==> src/rtl/conv_stride_relu.sv <==
// conv_stride_relu: streamed strided valid-mode 2D convolution with optional ReLU and an output FIFO.
module conv_stride_relu #(
    parameter int INW = 12,
    parameter int R = 9,
    parameter int C = 8,
    parameter int MAXK = 5,
    parameter int MAXS = 3,
    parameter int FIFO_DEPTH = C - 1,
    localparam int OUTW = $clog2(MAXK * MAXK * 2 ** (2 * INW - 2) + 2 ** (INW - 1)) + 1,
    localparam int K_BITS = $clog2(MAXK + 1),
    localparam int S_BITS = $clog2(MAXS + 1)
) (
    input  logic                     clk,
    input  logic                     reset,
    input  logic [INW-1:0]           INPUT_TDATA,
    input  logic                     INPUT_TVALID,
    input  logic [K_BITS+S_BITS+1:0] INPUT_TUSER,
    output logic                     INPUT_TREADY,
    output logic [OUTW-1:0]          OUTPUT_TDATA,
    output logic                     OUTPUT_TVALID,
    output logic                     OUTPUT_TLAST,
    input  logic                     OUTPUT_TREADY
);
    localparam int XN = R * C;
    localparam int WN = MAXK * MAXK;
    localparam int XA = $clog2(XN);
    localparam int WA = $clog2(WN);
    localparam int FA = $clog2(FIFO_DEPTH);
    localparam int CB = $clog2(FIFO_DEPTH + 1);
    localparam int RB = $clog2(R + 1);
    localparam int CW = $clog2(C + 1);
    localparam logic [2:0] LOAD = 3'd0, COMPUTE = 3'd1, FLUSH = 3'd2, WRITE = 3'd3, DONE = 3'd4;
    localparam logic [1:0] PW = 2'd0, PB = 2'd1, PX = 2'd2;

    logic [2:0] state;
    logic [1:0] ph, cur_ph;
    logic [XA-1:0] idx, cur_idx, xa;
    logic [WA-1:0] wa;
    logic first, w_valid, rdy, relu_r, fl, v1, f1;
    logic [K_BITS-1:0] k_r, cur_k, ki, kj;
    logic [S_BITS-1:0] s_r;
    logic [RB-1:0] wr;
    logic [CW-1:0] wc;
    logic signed [INW-1:0] b_r, x_q, w_q;
    logic signed [2*INW-1:0] prod;
    logic signed [OUTW-1:0] acc, res;
    logic signed [INW-1:0] xm [XN];
    logic signed [INW-1:0] wm [WN];
    logic [OUTW:0] fm [FIFO_DEPTH];
    logic [FA-1:0] wp, rp;
    logic [CB-1:0] cnt;
    logic beat, ld_new, last_w, last_x, last_k, last_c, last_r, full, push, pop;

    // The first beat of a job decides its phase: a missing weight set forces a weight load.
    always_comb begin
        beat = INPUT_TVALID && INPUT_TREADY;
        ld_new = INPUT_TUSER[K_BITS] || !w_valid;
        cur_ph = first ? (ld_new ? PW : PX) : ph;
        cur_k = first && ld_new ? INPUT_TUSER[K_BITS-1:0] : k_r;
        cur_idx = first ? '0 : idx;
        last_w = 32'(cur_idx) == 32'(cur_k) * 32'(cur_k) - 1;
        last_x = 32'(cur_idx) == XN - 1;
        last_k = ki == k_r - K_BITS'(1) && kj == k_r - K_BITS'(1);
        last_c = (32'(wc) + 1) * 32'(s_r) + 32'(k_r) > C;
        last_r = (32'(wr) + 1) * 32'(s_r) + 32'(k_r) > R;
        xa = XA'((32'(wr) * 32'(s_r) + 32'(ki)) * C + 32'(wc) * 32'(s_r) + 32'(kj));
        wa = WA'(32'(ki) * 32'(k_r) + 32'(kj));
        prod = x_q * w_q;
        res = relu_r && acc[OUTW-1] ? '0 : acc;
        full = 32'(cnt) == FIFO_DEPTH;
        push = state == WRITE && !full;
        pop = cnt != '0 && OUTPUT_TREADY;
    end

    assign INPUT_TREADY = rdy && state == LOAD;
    assign OUTPUT_TVALID = cnt != '0;
    assign {OUTPUT_TLAST, OUTPUT_TDATA} = OUTPUT_TVALID ? fm[rp] : '0;

    always_ff @(posedge clk) begin
        if (beat && cur_ph == PW) wm[WA'(cur_idx)] <= INPUT_TDATA;
        if (beat && cur_ph == PX) xm[cur_idx] <= INPUT_TDATA;
        if (push) fm[wp] <= {last_r && last_c, res};
        x_q <= xm[xa];
        w_q <= wm[wa];
    end

    always_ff @(posedge clk) begin
        if (!reset) begin
            state <= LOAD;
            ph <= PW;
            idx <= '0;
            first <= 1'b1;
            w_valid <= 1'b0;
            rdy <= 1'b0;
            fl <= 1'b0;
            v1 <= 1'b0;
            f1 <= 1'b0;
            acc <= '0;
            wp <= '0;
            rp <= '0;
            cnt <= '0;
        end else begin
            rdy <= 1'b1;
            v1 <= state == COMPUTE;
            f1 <= state == COMPUTE && ki == '0 && kj == '0;
            if (v1) acc <= f1 ? OUTW'(b_r) + OUTW'(prod) : acc + OUTW'(prod);
            if (pop) rp <= rp == FA'(FIFO_DEPTH - 1) ? '0 : rp + FA'(1);
            if (push) wp <= wp == FA'(FIFO_DEPTH - 1) ? '0 : wp + FA'(1);
            cnt <= cnt + CB'(push) - CB'(pop);
            case (state)
                LOAD: if (beat) begin
                    first <= 1'b0;
                    if (first) begin
                        relu_r <= INPUT_TUSER[K_BITS+S_BITS+1];
                        s_r <= INPUT_TUSER[K_BITS+S_BITS:K_BITS+1] == '0 ? S_BITS'(1) : INPUT_TUSER[K_BITS+S_BITS:K_BITS+1];
                        k_r <= cur_k;
                    end
                    ph <= cur_ph;
                    idx <= cur_idx + XA'(1);
                    if (cur_ph == PW && last_w) begin
                        ph <= PB;
                        idx <= '0;
                    end
                    if (cur_ph == PB) begin
                        b_r <= INPUT_TDATA;
                        w_valid <= 1'b1;
                        ph <= PX;
                        idx <= '0;
                    end
                    if (cur_ph == PX && last_x) begin
                        state <= COMPUTE;
                        ki <= '0;
                        kj <= '0;
                        wr <= '0;
                        wc <= '0;
                    end
                end
                COMPUTE: begin
                    kj <= kj == k_r - K_BITS'(1) ? '0 : kj + K_BITS'(1);
                    if (kj == k_r - K_BITS'(1)) ki <= last_k ? '0 : ki + K_BITS'(1);
                    if (last_k) begin
                        state <= FLUSH;
                        fl <= 1'b0;
                    end
                end
                FLUSH: begin
                    fl <= 1'b1;
                    if (fl) state <= WRITE;
                end
                WRITE: if (!full) begin
                    wc <= last_c ? '0 : wc + CW'(1);
                    if (last_c) wr <= wr + RB'(1);
                    state <= last_c && last_r ? DONE : COMPUTE;
                end
                DONE: begin
                    state <= LOAD;
                    first <= 1'b1;
                end
                default: state <= LOAD;
            endcase
        end
    end
endmodule

==> config.mk <==
export PLATFORM = sky130hd
export DESIGN_NAME = conv_stride_relu
export DESIGN_NICKNAME = d
export VERILOG_FILES = /design/src/rtl/conv_stride_relu.sv
export SDC_FILE = /design/constraint.sdc
export NUM_CORES = 2
export LEC_CHECK = 0
export ABC_AREA = 1
export CORE_MARGIN = 2
export CORE_UTILIZATION = 45
export CTS_CLUSTER_SIZE = 14
export DETAILED_ROUTE_END_ITERATION = 8
export PLACE_DENSITY = 0.64
export SLEW_MARGIN = 20
export SYNTH_ARGS = -nofsm -noshare
export SYNTH_HDL_FRONTEND = slang
export SYNTH_SLANG_ARGS = --single-unit
==> constraint.sdc <==
create_clock -name clk -period 9.9 [get_ports clk]
set_input_delay 2.475 -clock clk [delete_from_list [all_inputs] [get_ports clk]]
set_output_delay 2.475 -clock clk [all_outputs]
set_load 0.005 [all_outputs]
# Word-level counts from Yosys, hierarchy flattened
# Memory sizes are Yosys's and may differ from the RTL's. A register that Yosys moved wholly into a read port is not among the register bits.
# Index checks and enable logic that the tools add are counted.
# op_classes
reduce_logical	38
n_addsub	21
n_mux	48
n_eq_ne	20
magnitude_cmp	2
mul	7
# ops
op	n
2-to-1 mux 28 bit	2
2-to-1 mux 3 bit	16
== test 7 x 32 -> 1 bit	1
2-to-1 mux 29 bit	1
adder 28 x 24 -> 28 bit	1
adder 12 x 24 -> 25 bit	1
multiplier 12 x 12 -> 24 bit	1
2-to-1 mux 4 bit	6
2-to-1 mux 7 bit	3
adder 7 x 3 -> 8 bit	2
> comparator 8 x 4 -> 1 bit (second input constant)	2
one-hot mux 4 bit (2 select lines)	2
AND reduction 5 bit	3
logical AND 1 bit	14
multiplier 5 x 2 -> 7 bit	2
adder 3 x 1 -> 3 bit (second input constant)	4
== test 3 bit (second input constant)	4
one-hot mux 3 bit (2 select lines)	2
one-hot mux 3 bit (4 select lines)	1
AND reduction 4 bit	3
adder 4 x 1 -> 5 bit (second input constant)	2
inequality test 2 bit (second input constant)	5
logical NOT 3 bit	3
2-to-1 mux 1 bit	9
31 further kinds	46
# word_totals
in_bits	23
word_cells	160
memories	3
output_inout_bits	31
ff_bits	87
mem_bits_rw	1367
# memory_table
memory	words	width	read_ports	rd_clocked_by_memory_dff	write_ports	line_no	text
xm	72	12	1	1	1	47	logic signed [INW-1:0] xm [XN];
wm	25	12	1	1	1	48	logic signed [INW-1:0] wm [WN];
fm	7	29	1	1	1	49	logic [OUTW:0] fm [FIFO_DEPTH];

# Longest topological paths before layout
# depth
depth_word	10
mapped_depth	38
mapped_depth_nobuf	37

# Least setup slack after synthesis
# No wires, ideal clock.
# synth_timing
path_kind	register -> register
startpoint	register x_q[11] (read register of xm)
endpoint	register acc[23]
path_buffers	1
t_required_ns	9.791
arrival_time_ns	6.015
stages_incl_launch_ff	33
setup_ns	0.109
setup_slack_ns	3.776
synth_period_minus_slack_ns	6.124
path_cell_list	dfxtp_1 -> clkbuf_1 -> nand2_1 -> fa_1 -> inv_1 -> ha_1 -> inv_1 -> fa_1 -> inv_1 -> fa_1 -> inv_1 -> fa_1 -> inv_1 -> ha_1 -> a21oi_1 -> o21ai_0 -> a21oi_1 -> nand2_1 -> a21oi_1 -> nor2_1 -> nor2_1 -> xnor2_1 -> ha_1 -> inv_1 -> nor3_1 -> nand4_1 -> or2_2 -> nand3_1 -> nand2_1 -> nand3_1 -> nand3_1 -> nand2_1 -> inv_1
# synth_between
elab_chain_cells	3
word_cells_on_any_way	4
classes_between	2 x add/sub; 1 x mul; 1 x mux
# synth_rtl
element	line_no	text
start, declared	44	logic signed [INW-1:0] b_r, x_q, w_q;
multiplier 12 x 12 -> 24 bit (*)	68	prod = x_q * w_q;
adder 28 x 24 -> 28 bit / adder 12 x 24 -> 25 bit (equally long branches)	106	if (v1) acc <= f1 ? OUTW'(b_r) + OUTW'(prod) : acc + OUTW'(prod);
2-to-1 mux 28 bit (*)	106	
end signal, assigned	106	
end, declared	46	logic signed [OUTW-1:0] acc, res;
# Every way passes the cells marked *; elsewhere a longest branch is shown, timed or not.
# A chain may end at the register's enable or synchronous reset.

# Final worst setup path
# layout_timing
startpoint	register w_q[0] (read register of wm)
endpoint	register acc[26]
# layout_between
elab_chain_cells	3
word_cells_on_any_way	4
classes_between	2 x add/sub; 1 x mul; 1 x mux
# layout_rtl
element	line_no
start, declared	44
multiplier 12 x 12 -> 24 bit (*)	68
adder 28 x 24 -> 28 bit / adder 12 x 24 -> 25 bit (equally long branches)	106
2-to-1 mux 28 bit (*)	106
# Marks and branches as above.

==> reports/qor.yml <==
status: "finished, final reports clean"
die_w_um: 396
fin_cells: 8261
overflow: 0
worstSetupPathType: "reg -> reg"
hp-class: "reg -> reg"
arrival_ns: 7.61
worstSetupEndpointType: "register"
die_h_um: 396
post_cts_resized: 0
fin_setup_tns_ns: 0
synth_area_per_cell_um2: 11.3
synthAdderAreaFrac: 0.0729
syn-instance-count: 6119
gp_congestion: 0.913
detail-route-antenna-nets: 0
initial_core_util: 0.454
clockBufferDepth: 3
clk_pin_slew_worst_paths_ns: 0.06
pin_count: 54
fp.dieArea_um2: 157000
clk-insertion-delay-late_ns: 0.79
final.period_utilization: 0.696
drc: 0
tightest_slew_ns: 1.14
rr_worst_depth: 30
wl_per_cell_um: 22.3
synth_xor_area_frac: 0.00595
cts_tree: "done"
vias: 46770
area_growth_pct: 11.1
syn_nets: 6450
holdBufCountCts: 0
max_freq_mhz: 145
period_minus_slack_ns: 6.89
io_buffer_count: 53
clock_skew_ns: 0.0605
cp_max_fo: 12
crit_path_start_kind: "register"
setup_viol: 0
muxShareOfSynthArea: 0
yosysWarnings: 0
synth_seq_cells: 1481
postCtsSetupBuffers: 0
placementRows: 143
cp_slowest_stage_delay_ns: 0.58
dp_cells: 7977
cts-buffers-inserted: 155
viasPerCell: 5.66
antenna_found_initial: 0
synth_cell_type_count: 57
wl_um: 184000
synth_edf_count: 1399
yosysSeqAreaShare: 0.632
rsz0062_at_grt: "no"
cp.required_ns: 10.62
cts-root-buf: "clkbuf_16"
grt_pass1_vias: 45191
yosys-top-cells-area: "edfxtp_1 (61%), nor2_1 (5.0%), o21ai_0 (5.0%)"
synth_top_area_frac: 0.609
grt_usage: 0.232
relSlewSlack: 0.240
nNetsFinal: 6435
cpMaxStageDelayCell: "dfxtp_1"
dr.first_iter.drc_count: 4685
worstHoldPathCells: 2
grt_pass1_wl_um: 279000
drive_gt1_frac: 0.0735
maxCapViolCount: 0
core_area_um2: 152000
synth_common_cells: "edfxtp_1 (1399), nor2_1 (920), nand2_1 (754)"
synth_flop_cell: "edfxtp_1"
drt-pass1-iter-count: 6
syn_area_um2: 69000
maxSlewViolCount: 0
synth-compound-area-share: 0.112
grt_max_degree: 187
yosys.area.top_type: "edfxtp_1"
synthSimpleGateAreaFrac: 0.127
synth.most_common_cell: "edfxtp_1"
synth_top_family_by_area: "simple AND/OR/NAND/NOR gates"
ys_async_sr_fraction: 0
hpwl_um: 112000
htreeDepth: 4
cts_sinks: 1481
hold_viol_final: 0
==> worst paths after layout <==
kind | from | endpoint | slack (ns)
hold / removal | w_valid | w_valid | 0.48
setup reg to reg | w_q[0] | acc[26] | 3.01
setup / recovery | w_q[0] | acc[26] | 3.01
hold reg to reg | w_valid | w_valid | 0.48
==> kinds of logic (layout without fill, tap and decap cells) <==
family          Yosys count  in the layout
other cells               0              1
fa+ha+maj               308            308
simple gates           2135           2135
buf+inv                 839            950
xor+xnor                 46             46
flops                  1481           1481
compound gates         1310           1310
==> critical path, delay by kind of cell (launching register included) <==
family / cells / cell delay [ns]
XOR/XNOR: 1 / 0.15
AND/OR/NAND/NOR: 12 / 1.74
adder cells (fa/ha/maj): 7 / 3.23
flip-flops: 1 / 0.58
AO/OA/AOI/OAI: 5 / 0.77
buffers and inverters: 5 / 0.37
==> metrics by stage <==
stage,utilization,hold slack [ns],setup WS (ns),cell area [um2]
2_1_floorplan,-,0.437,3.78,69000
3_3_place_gp,0.471,0.457,3.09,71600
3_5_place_dp,0.471,0.464,2.96,71700
4_1_cts,0.504,0.479,2.96,76600
5_1_grt,0.504,0.504,2.45,76700
6_report,0.504,0.476,3.01,76700
==> layer usage <==
layer / track usage / part of all wire / vias to the layer above / routed length (um)
met5: 0 / 0 / - / 0
met4: 0.0669 / 0.025 / 0 / 4520
met3: 0.0363 / 0.071 / 268 / 13100
met2: 0.369 / 0.47 / 1721 / 85900
met1: 0.330 / 0.44 / 23147 / 80600
li1: - / - / 21634 / -
==> registers in the layout, summed over array words and instances, names as in the netlist, 7 cells and up, named ones only <==
name / flops
acc: 28
b_r: 12
fm: 203
idx: 7
w_q: 12
wm: 300
x_q: 12
xm: 864
==> layout by cell type, fill, tap and decap left out, drive strengths merged, types with 7 or more instances in the layout <==
cell type	count
or2	12
fa	157
o22ai	103
o221ai	160
xnor2	17
dfxtp	82
nand2	763
clkbuf	206
buf	117
inv	511
nand4	24
nor4	8
o21bai	9
edfxtp	1399
nor3	31
o211ai	120
clkdlybuf4s50	41
clkinv	60
bufinv	10
ha	151
a21oi	180
a31oi	17
nor2	929
nand3b	7
nand3	357
xor2	29
o21ai	693
==> area by class of cell <==
cell class / count / area (um2)
flip-flops and latches: 1481 / 43700
fillers: 13249 / 75400
multi-input cells: 3799 / 22300
clock buffers: 206 / 4120
repair buffers: 158 / 1350
inverters: 509 / 1930
diodes: 1 / 2.50
clock inverters: 77 / 838
well taps: 2030 / 2540
Power is left out: the tool's default activity adds up to more than one toggle a clock period on the data nets, which glitch-free logic cannot reach.
